### config.mk
export PLATFORM = sky130hd
export DESIGN_NAME = demux_rx_flat
export DESIGN_NICKNAME = d
export VERILOG_FILES = /design/src/rtl/demux_rx_if.sv /design/src/rtl/demux_rx.sv /design/src/flat_wrapper.sv
export SDC_FILE = /design/constraint.sdc
export NUM_CORES = 1
export LEC_CHECK = 0
export CORE_ASPECT_RATIO = 1.4
export CORE_UTILIZATION = 56
export CTS_BUF_LIST = sky130_fd_sc_hd__clkbuf_4 sky130_fd_sc_hd__clkbuf_8
export DETAILED_ROUTE_END_ITERATION = 7
export PLACE_DENSITY = 0.95
export SLEW_MARGIN = 10
export SYNTH_ARGS = -nofsm -noshare
export SYNTH_HDL_FRONTEND = slang
export SYNTH_SLANG_ARGS = --single-unit
### constraint.sdc
create_clock -name clk_4f -period 4.1 [get_ports clk_4f]
set_clock_uncertainty 0.15 [all_clocks]
set_input_delay 1.025 -clock clk_4f [delete_from_list [all_inputs] [get_ports clk_4f]]
set_output_delay 1.025 -clock clk_4f [all_outputs]
set_load 0.02 [all_outputs]
### src/rtl/demux_rx_if.sv
// Byte-stream and lane bundle for the receive-side 1-to-4 demultiplexer.
// The slave side is the demux itself; the master side feeds bytes and observes lanes.
interface demux_rx_if #(
    parameter int BW = 8,
    parameter int CW = 8
);
    logic [BW-1:0] Entrada;
    logic          validEntrada;
    logic [BW-1:0] Salida0;
    logic [BW-1:0] Salida1;
    logic [BW-1:0] Salida2;
    logic [BW-1:0] Salida3;
    logic          validSalida0;
    logic          validSalida1;
    logic          validSalida2;
    logic          validSalida3;
    logic          activo;
    logic [CW-1:0] conteo_tramas;

    modport master (
        output Entrada, validEntrada,
        input  Salida0, Salida1, Salida2, Salida3,
        input  validSalida0, validSalida1, validSalida2, validSalida3,
        input  activo, conteo_tramas
    );

    modport slave (
        input  Entrada, validEntrada,
        output Salida0, Salida1, Salida2, Salida3,
        output validSalida0, validSalida1, validSalida2, validSalida3,
        output activo, conteo_tramas
    );
endinterface

### src/rtl/demux_rx.sv
// Receive-side 1-to-4 TDM byte demultiplexer on clk_4f; frames are committed on slot 3.
// Optional macro DEMUX_RX_HOLD_EN: invalid lanes keep their previous data instead of zero.
module demux_rx #(
    parameter int BW = 8,
    parameter int CW = 8
) (
    input logic        clk_4f,
    input logic        reset,
    demux_rx_if.slave  bus
);

    typedef enum logic {
        ESPERA = 1'b0,
        ACTIVO = 1'b1
    } state_t;

    state_t        state_q, state_d;
    logic [1:0]    slot_q, slot_d;
    logic [BW-1:0] stageData_q [3];
    logic [BW-1:0] stageData_d [3];
    logic [2:0]    stageValid_q, stageValid_d;
    logic [BW-1:0] salida_q [4];
    logic [BW-1:0] salida_d [4];
    logic [3:0]    validSalida_q, validSalida_d;
    logic [CW-1:0] conteo_q, conteo_d;

    logic [BW-1:0] frameData [4];
    logic [3:0]    frameValid;
    logic          commit;

    // Slot 3 bypasses staging: the live input completes the frame on the commit cycle.
    always_comb begin
        frameData[0] = stageData_q[0];
        frameData[1] = stageData_q[1];
        frameData[2] = stageData_q[2];
        frameData[3] = bus.Entrada;
        frameValid   = {bus.validEntrada, stageValid_q};
        commit       = (slot_q == 2'd3);
    end

    always_comb begin
        slot_d       = slot_q + 2'd1;
        stageData_d  = stageData_q;
        stageValid_d = stageValid_q;
        case (slot_q)
            2'd0: begin
                stageData_d[0]  = bus.Entrada;
                stageValid_d[0] = bus.validEntrada;
            end
            2'd1: begin
                stageData_d[1]  = bus.Entrada;
                stageValid_d[1] = bus.validEntrada;
            end
            2'd2: begin
                stageData_d[2]  = bus.Entrada;
                stageValid_d[2] = bus.validEntrada;
            end
            default: begin
            end
        endcase
    end

    always_comb begin
        salida_d      = salida_q;
        validSalida_d = validSalida_q;
        conteo_d      = conteo_q;
        if (commit) begin
            for (int i = 0; i < 4; i++) begin
                validSalida_d[i] = frameValid[i];
                if (frameValid[i]) begin
                    salida_d[i] = frameData[i];
                end else begin
`ifdef DEMUX_RX_HOLD_EN
                    salida_d[i] = salida_q[i];
`else
                    salida_d[i] = '0;
`endif
                end
            end
            if (|frameValid) begin
                conteo_d = conteo_q + CW'(1);
            end
        end
    end

    always_comb begin
        state_d = state_q;
        case (state_q)
            ESPERA:  if (bus.validEntrada) state_d = ACTIVO;
            ACTIVO:  state_d = ACTIVO;
            default: state_d = ESPERA;
        endcase
    end

    always_ff @(posedge clk_4f) begin
        if (reset) begin
            state_q       <= ESPERA;
            slot_q        <= 2'd0;
            stageValid_q  <= '0;
            validSalida_q <= '0;
            conteo_q      <= '0;
            for (int i = 0; i < 3; i++) stageData_q[i] <= '0;
            for (int i = 0; i < 4; i++) salida_q[i] <= '0;
        end else begin
            state_q       <= state_d;
            slot_q        <= slot_d;
            stageValid_q  <= stageValid_d;
            validSalida_q <= validSalida_d;
            conteo_q      <= conteo_d;
            for (int i = 0; i < 3; i++) stageData_q[i] <= stageData_d[i];
            for (int i = 0; i < 4; i++) salida_q[i] <= salida_d[i];
        end
    end

    assign bus.Salida0       = salida_q[0];
    assign bus.Salida1       = salida_q[1];
    assign bus.Salida2       = salida_q[2];
    assign bus.Salida3       = salida_q[3];
    assign bus.validSalida0  = validSalida_q[0];
    assign bus.validSalida1  = validSalida_q[1];
    assign bus.validSalida2  = validSalida_q[2];
    assign bus.validSalida3  = validSalida_q[3];
    assign bus.activo        = (state_q == ACTIVO);
    assign bus.conteo_tramas = conteo_q;

endmodule

### src/flat_wrapper.sv
// flat-port wrapper written by rule: the top's interface ports become plain ports
module demux_rx_flat 
#(
    parameter int BW = 8,
    parameter int CW = 8
)
  (clk_4f, reset, bus_Entrada, bus_validEntrada, bus_Salida0, bus_Salida1, bus_Salida2, bus_Salida3, bus_validSalida0, bus_validSalida1, bus_validSalida2, bus_validSalida3, bus_activo, bus_conteo_tramas);
  demux_rx_if #(.BW(BW), .CW(CW)) bus_i ();
  input logic clk_4f;
  input logic reset;
  input wire logic [$bits(bus_i.Entrada)-1:0] bus_Entrada;
  input wire logic [$bits(bus_i.validEntrada)-1:0] bus_validEntrada;
  output wire logic [$bits(bus_i.Salida0)-1:0] bus_Salida0;
  output wire logic [$bits(bus_i.Salida1)-1:0] bus_Salida1;
  output wire logic [$bits(bus_i.Salida2)-1:0] bus_Salida2;
  output wire logic [$bits(bus_i.Salida3)-1:0] bus_Salida3;
  output wire logic [$bits(bus_i.validSalida0)-1:0] bus_validSalida0;
  output wire logic [$bits(bus_i.validSalida1)-1:0] bus_validSalida1;
  output wire logic [$bits(bus_i.validSalida2)-1:0] bus_validSalida2;
  output wire logic [$bits(bus_i.validSalida3)-1:0] bus_validSalida3;
  output wire logic [$bits(bus_i.activo)-1:0] bus_activo;
  output wire logic [$bits(bus_i.conteo_tramas)-1:0] bus_conteo_tramas;
  assign bus_i.Entrada = bus_Entrada;
  assign bus_i.validEntrada = bus_validEntrada;
  assign bus_Salida0 = bus_i.Salida0;
  assign bus_Salida1 = bus_i.Salida1;
  assign bus_Salida2 = bus_i.Salida2;
  assign bus_Salida3 = bus_i.Salida3;
  assign bus_validSalida0 = bus_i.validSalida0;
  assign bus_validSalida1 = bus_i.validSalida1;
  assign bus_validSalida2 = bus_i.validSalida2;
  assign bus_validSalida3 = bus_i.validSalida3;
  assign bus_activo = bus_i.activo;
  assign bus_conteo_tramas = bus_i.conteo_tramas;
  demux_rx #(.BW(BW), .CW(CW)) u_core (.clk_4f(clk_4f), .reset(reset), .bus(bus_i));
endmodule
After elaboration in Yosys (flattened, before gate mapping)
Index checks and enable logic that the tools add are counted.
W data, S select, Z words.
- output and inout bits: 45
- register bits after elaboration: 74
- mux-type cells: 6
- add/subtract/negate cells: 2
- reductions and logical operators: 3
- bitwise logic cells: 1
- equality and inequality tests: 3
- operators with widths (cell ; count):
    $mux W8 ; 4
    $add A8 B1 Y8 const B ; 1
    $eq A2 B2 Y1 const B ; 2
    $reduce_or A4 Y1 ; 1
    $add A2 B1 Y2 const B ; 1
    $eq A2 B1 Y1 const B ; 1
    $logic_not A2 Y1 ; 1
    $pmux W1 S2 ; 1
    $reduce_and A2 Y1 ; 1
    $mux W1 ; 1
    $not A1 Y1 ; 1

Depth between registers and ports, before layout
Gate-level depths: netlist (run 1).
- word-level depth: 2
- gate-level depth with buffers: 5
- depth with buffers taken out: 4

Worst setup path before layout (run 1)
Ideal clock, no wire load.
- path type: input to register
- start: in bus_validEntrada
- end: reg u_core.conteo_q[1] (netlist: u_core.bus.conteo_tramas[1])
- required time: 3.822 ns
- path slack: 1.961 ns
- buffers on the path: 1
- cell stages on the path: 4
- arrival: 1.861 ns
- setup time: 0.128 ns
- path through: o41ai_2 > buf_4 > mux2i_1 > nor2_1
- word-level cells in the longest chain between the ends: 2
- RTL lines (item ; RTL line ; RTL):
    start, declared ; flat_wrapper.sv:12 ; input wire logic [$bits(bus_i.validEntrada)-1:0] bus_validEntrada;
    $reduce_or A4 Y1 ; demux_rx.sv:80 ; if (|frameValid) begin
    $reduce_and A2 Y1 (no source line) ; n/a ;
    end signal, assigned ; demux_rx.sv:109 ; conteo_q <= conteo_d;
    end, declared ; demux_rx.sv:25 ; logic [CW-1:0] conteo_q, conteo_d;
No other way between the ends.
A chain may end at the register's enable or synchronous reset.

Final worst setup path (run 1)
- start: reg u_core.conteo_q[3] (netlist: u_core.bus.conteo_tramas[3])
- end: out bus_conteo_tramas[3]
- RTL lines (item ; RTL line ; RTL):
    end, declared ; flat_wrapper.sv:22 ; output wire logic [$bits(bus_i.conteo_tramas)-1:0] bus_conteo_tramas;
No word-level cell between the ends.

==> impl_metrics.csv, run 1 <==
group,metric,value,unit
status,outcome,"complete, no violations",
cells_and_area,ff_latch_area,1481,µm²
grt,track_usage,0.2533,
critical_path,arrival,1.42,ns
synth,seq_area_frac_synth,0.5533,
placement,hpwl,3863,µm
die,start_util,0.5857,
power,p_per_area,409.8,nW/µm²
critical_path,endpoint_kind,"output pin",
critical_path,worst_path_max_delay_cell,"clkdlybuf4s50_1",
cells_and_area,synthToLayoutAreaGrowth,28.27,%
cells_and_area,multiInputGateArea,1095,µm²
clock_tree,cts.sinks,74,
power,p_comb_frac,0.082,
timing,finalSetupViolCount,0,
drt,wl,5885,µm
placement,dpl.cell_count,383,
clock_tree,htreeDepth,3,
placement,portBuffers,55,
cells_and_area,nFillCells,325,
die,rows,29,
synth,syn_avg_cell_area,9.461,µm²
power,power.switching,0.3344,mW
timing,maxClockFrequency,384.6,MHz
die,io-pin-count,56,
timing,worst_slew_pin_slew,0.9433,ns
power,p_leak,1.254,nW
drt,drc_errors,0,
die,die-area,5066,µm²
synth,ys_types,23,
die,die_y,83.82,µm
critical_path,cp.required,2.92,ns
clock_tree,cts_buffer_depth,2,
power,seqPwrFrac,0.540,
synth,syn-num-nets,299,
grt,antenna_found_initial,0,
synth,syn_inst,283,
grt,grt_pass1_vias,2014,
clock_tree,cts-resized-gates,0,
critical_path,crit_family,"buffers and inverters",
drt,ant_nets,0,
cells_and_area,finalNonFillerCells,399,
critical_path,path_buf_inv,1,
clock_tree,clock_latency,0.34,ns
clock_tree,clock-root-buffer,"clkbuf_8",
grt,grt_start_max_net_pins,39,
clock_tree,cts_buffers,9,
timing,relSlewSlack,0.3672,
run,maxCapViolCount,0,
drt,num_vias,2209,
power,ir_worst_vdd,0.4132,mV
synth,ys_warn_count,0,
grt,grt_overflow,0,
timing,timing.final.crit_share,0.6341,
die,die_w,60.44,µm
grt,grt_first_pass_wirelength,9411,µm
timing,fin_crit,2.600,ns
clock_tree,holdBufCountCts,0,
critical_path,critPathLaunchType,"flip-flop",
timing,rsz0062_at_grt,"no",
timing,hold_violations,0,
timing,setup_tns,0,ns
clock_tree,path_clk_slew,0.07,ns
critical_path,critPathKind,"reg2out",
placement,gp_congestion,0.7853,
cells_and_area,diodes,0,
drt,drtIter0Drc,114,
power,p_int,1.073,mW
critical_path,critical_path_peak_fanout,7,
drt,routed_via_density,5.536,
clock_tree,cts_tree,"done",
power,p_clk_frac,0.378,
clock_tree,post_cts_buffers,0,
cells_and_area,nets,348,
synth,ys_ff_latch,74,
synth,synth_area,2678,µm²
timing,drv_slew,0,
power,sw_frac_of_total,0.2376,
cells_and_area,drive_gt1_frac,0.06528,
critical_path,max_stage_delay,0.65,ns
drt,firstDrtPassIters,5,
min_path,hp-class,"reg2reg",
drt,post_drt_wl_per_cell,14.75,µm
critical_path,crit_chain,"clkdlybuf4s50_1",
die,core,4572,µm²
[power groups by stage]
stage	registers [mW]	logic, mW	clock network [mW]
2_1_floorplan	0.774	0.0743	0
6_report	0.760	0.115	0.533
3_5_place_dp	0.776	0.114	0
3_3_place_gp	0.774	0.110	0
5_1_grt	0.762	0.123	0.573
4_1_cts	0.760	0.114	0.541
[sequential cells by signal, summed over array words and instances, names as in the netlist]
| signal | cells |
|---|---|
| u_core.bus.Salida1 | 8 |
| u_core.slot_q | 2 |
| u_core.bus.Salida0 | 8 |
| u_core.bus.Salida3 | 8 |
| u_core.frameData | 24 |
| u_core.bus.activo | 1 |
| u_core.validSalida_q | 4 |
| u_core.stageValid_q | 3 |
| u_core.bus.conteo_tramas | 8 |
| u_core.bus.Salida2 | 8 |
[worst min-delay path, delay by kind of cell, from the launching register on]
family | cells | cell delay (ns)
AOI/OAI and AO/OA | 1 | 0.05
DFF | 1 | 0.31
and+or+nand+nor | 1 | 0.06
[path summary, 6_finish.rpt]
check                                            startpoint               endpoint  slack, ns  cells after the start
worst max-delay path            u_core.bus.conteo_tramas[3]   bus_conteo_tramas[3]       1.50                      1
worst min-delay path                  u_core.bus.Salida3[3]  u_core.bus.Salida3[3]       0.31                      2
worst max register to register             u_core.slot_q[0]  u_core.bus.Salida2[5]       1.70                      5
worst min register to register        u_core.bus.Salida3[3]  u_core.bus.Salida3[3]       0.31                      2
[layout by cell type, fill, tap and decap left out, types with 2 or more instances in the layout]
cell and n:
clkbuf_4 4, clkdlybuf4s50_1 54, or3_1 3, o21ai_0 3
nor2_1 50, a21oi_1 26, clkbuf_8 11, buf_4 4
ha_1 5, or4_1 3, mux2i_1 30, o31ai_1 3
a22oi_1 14, nand2_1 20, inv_1 3, dfxtp_1 74
and2_1 2, nand3_1 21
[cell usage after synthesis (all sizes together)]
cell	count	share of area
dfxtp	74	0.55
nor2	50	0.070
mux2i	30	0.11
a21oi	26	0.049
nand3	21	0.039
nand2	20	0.028
a22oi	14	0.039
clkbuf	14	0.020
buf	7	0.013
ha	5	0.023
inv	3	0.0042
o21ai	3	0.0056
o31ai	3	0.0084
or3	3	0.0070
or4	3	0.0084
and2	2	0.0047
clkinv	1	0.0014
nand4	1	0.0023
nor2b	1	0.0023
o41ai	1	0.0061
xor2	1	0.0033
[final cells by class]
| type | count | share of cell area |
|---|---|---|
| clock inverters | 1 | 0.002550 |
| inverters | 4 | 0.004372 |
| clock buffers | 15 | 0.05282 |
| well taps | 62 | 0.02259 |
| repair buffers | 59 | 0.1676 |
| flip-flops and latches | 74 | 0.4313 |
| multi-input cells | 184 | 0.3188 |
[cells by family after synthesis]
group           share of synthesized area
compound gates                     0.1079
mux                                0.1122
fa+ha+maj                         0.02336
xor+xnor                         0.003272
flops                              0.5533
buf+inv                           0.03785
simple gates                       0.1622
[layer usage]
metal  GRT usage  share of wire
met5           0              0
met4      0.1405          0.036
met3     0.09612          0.056
met2      0.3756           0.49
met1      0.3083           0.42
[per-stage QoR]
step	hold slack [ns]	cell area [µm²]	total power, mW	utilization	setup WS [ns]
after floorplan	0.2832	2678	0.8487	-	1.961
after global placement	0.2885	3244	0.8836	0.7096	1.301
after CTS	0.3132	3435	1.415	0.7512	1.482
after detailed placement	0.3023	3244	0.8894	0.7096	1.217
final	0.3147	3435	1.407	0.7512	1.500
after global routing	0.3303	3435	1.458	0.7512	1.439
No activity file was read; power rests on OpenSTA's default activity.
==> run 2, diff against run 1 <==
--- a/config.mk
+++ b/config.mk
@@ -6,10 +6,10 @@
 export NUM_CORES = 1
 export LEC_CHECK = 0
 export CORE_ASPECT_RATIO = 1.4
-export CORE_UTILIZATION = 56
+export CORE_UTILIZATION = 47
 export CTS_BUF_LIST = sky130_fd_sc_hd__clkbuf_4 sky130_fd_sc_hd__clkbuf_8
 export DETAILED_ROUTE_END_ITERATION = 7
-export PLACE_DENSITY = 0.95
+export PLACE_DENSITY = 0.87
 export SLEW_MARGIN = 10
 export SYNTH_ARGS = -nofsm -noshare
 export SYNTH_HDL_FRONTEND = slang
==> constraint.sdc (replaced) <==
create_clock -name clk_4f -period 2.3 [get_ports clk_4f]
set_clock_uncertainty 0.15 [all_clocks]
set_input_delay 0.575 -clock clk_4f [delete_from_list [all_inputs] [get_ports clk_4f]]
set_output_delay 0.575 -clock clk_4f [all_outputs]
set_load 0.02 [all_outputs]
==> impl_metrics.csv, run 2 (synthesis gave the netlist of run 1 again) <==
group,metric,value,unit
clock_tree,post_cts_buffers,0,
min_path,hp-class,"reg2reg",
placement,portBuffers,55,
grt,grt_pass1_vias,2009,
power,ir_worst_vdd,0.4780,mV
die,io-pin-count,56,
timing,post-route-worst-setup-slack,0.1484,ns
placement,hpwl,3819,µm
cells_and_area,mostFrequentLayoutCell,"dfxtp_1",
die,die_y,91.31,µm
cells_and_area,diodes,0,
clock_tree,cts.sinks,74,
drt,num_vias,2178,
cells_and_area,finalNonFillerCells,407,
placement,dpl.cell_count,391,
clock_tree,path_clk_slew,0.07,ns
clock_tree,cts_buffers,9,
critical_path,critical_path_peak_fanout,7,
grt,grt_first_pass_wirelength,9584,µm
cells_and_area,synthToLayoutAreaGrowth,30.75,%
drt,ant_nets,0,
power,p_clk_frac,0.399,
power,p_comb_frac,0.081,
power,seqPwrFrac,0.520,
clock_tree,cts-resized-gates,0,
timing,fin_crit,2.152,ns
critical_path,endpoint_kind,"output pin",
drt,post_drt_wl_per_cell,14.22,µm
die,die-area,6007,µm²
timing,timing.final.crit_share,0.9355,
critical_path,worst_path_max_delay_cell,"clkdlybuf4s50_1",
timing,setup_tns,0,ns
cells_and_area,nFillCells,452,
cells_and_area,final_cell_mix,"dfxtp_1, clkdlybuf4s50_1, nor2_1, mux2i_1, a21oi_1",
power,power.total,2.601,mW
die,core,5485,µm²
critical_path,cp.required,1.57,ns
critical_path,critPathKind,"reg2out",
run,maxCapViolCount,0,
placement,preCtsSetupSlack,0.06065,ns
grt,track_usage,0.2087,
critical_path,reg2reg_to,"u_core.bus.conteo_tramas[7]",
timing,drv_slew,0,
timing,maxClockFrequency,464.8,MHz
cells_and_area,largest_reg_flops,24,
timing,finalSetupViolCount,0,
timing,whs,0.3141,ns
cells_and_area,utilization,0.6382,
clock_tree,cts_buffer_depth,2,
critical_path,crit_family,"buffers and inverters",
power,p_leak,1.284,nW
placement,placedInstanceArea,3292,µm²
critical_path,path_buf_inv,1,
power,power.switching,0.5877,mW
critical_path,r2r_cells,5,
cells_and_area,drive_gt1_frac,0.07080,
min_path,min_to,"u_core.bus.Salida3[0]",
drt,drc_errors,0,
placement,gp_congestion,0.7530,
drt,wl,5787,µm
grt,grt_overflow,0,
cells_and_area,nets,350,
critical_path,r2r_setup_slack,0.48,ns
power,p_per_area,742.9,nW/µm²
clock_tree,clock-root-buffer,"clkbuf_8",
min_path,hold_depth,2,
clock_tree,holdBufCountCts,0,
power,sw_frac_of_total,0.2260,
grt,antenna_found_initial,0,
die,rows,32,
timing,hold_violations,0,
clock_tree,clock_latency,0.33,ns
clock_tree,cts_tree,"done",
die,start_util,0.4881,
critical_path,arrival,1.43,ns
grt,grt_start_max_net_pins,54,
critical_path,r2r-start,"u_core.slot_q[0]",
die,die_w,65.79,µm
critical_path,crit_chain,"clkdlybuf4s50_1",
power,p_int,2.013,mW
timing,rsz0062_at_grt,"no",
status,outcome,"complete, no violations",
min_path,hp-start,"u_core.bus.Salida3[0]",
critical_path,max_stage_delay,0.65,ns
timing,relSlewSlack,0.6317,
timing,worst_slew_pin_slew,0.5525,ns
clock_tree,htreeDepth,3,
critical_path,critPathLaunchType,"flip-flop",
cells_and_area,postLayoutCellArea,3501,µm²
drt,routed_via_density,5.351,
drt,drtIter0Drc,155,
drt,firstDrtPassIters,6,
==> run 2: changes by cell type in the layout (fill, tap and decap cells not counted), sizes merged <==
cell,previous run,this run
buf,5,7
bufinv,0,1
clkbuf,15,14
==> run 2: worst max-delay path by stage <==
stage,startpoint,to,depth (start not counted)
floorplan,bus_validEntrada,u_core.bus.conteo_tramas[1],4
global placement,bus_validEntrada,u_core.bus.conteo_tramas[5],5
detailed placement,bus_validEntrada,u_core.bus.conteo_tramas[7],5
CTS,u_core.bus.conteo_tramas[3],bus_conteo_tramas[3],1
global route,u_core.bus.conteo_tramas[3],bus_conteo_tramas[3],1
finish,u_core.bus.conteo_tramas[3],bus_conteo_tramas[3],1
==> run 2: power by group through the flow <==
| stage | Clock [mW] | Sequential, mW | Combinational, mW |
|---|---|---|---|
| 5_1_grt | 1.10 | 1.36 | 0.229 |
| 3_5_place_dp | 0 | 1.38 | 0.209 |
| 2_1_floorplan | 0 | 1.38 | 0.132 |
| 3_3_place_gp | 0 | 1.38 | 0.204 |
| 4_1_cts | 1.05 | 1.35 | 0.210 |
| 6_report | 1.04 | 1.35 | 0.209 |
==> run 2: area by class of cell <==
| type | instances | area (µm²) | share of cell area |
|---|---|---|---|
| Sequential cell | 74 | 1481 | 0.4232 |
| Multi-Input combinational cell | 184 | 1095 | 0.3127 |
| Timing Repair Buffer | 61 | 615.6 | 0.1758 |
| Clock buffer | 14 | 173.9 | 0.04968 |
| Tap cell | 68 | 85.08 | 0.02430 |
| Clock inverter | 2 | 35.03 | 0.01001 |
| Inverter | 4 | 15.01 | 0.004289 |
==> run 2: tightest hold or removal path, stage by stage, from the launching register on <==
cell and delay (ns):
dfxtp_1 0.31, nand2_1 0.06, a21oi_1 0.05
==> run 2: layer usage <==
metal / part of all wire / global-route usage
met1: 0.43 / 0.2727
met2: 0.45 / 0.3053
met3: 0.076 / 0.06030
met4: 0.037 / 0.1105
met5: 0 / 0
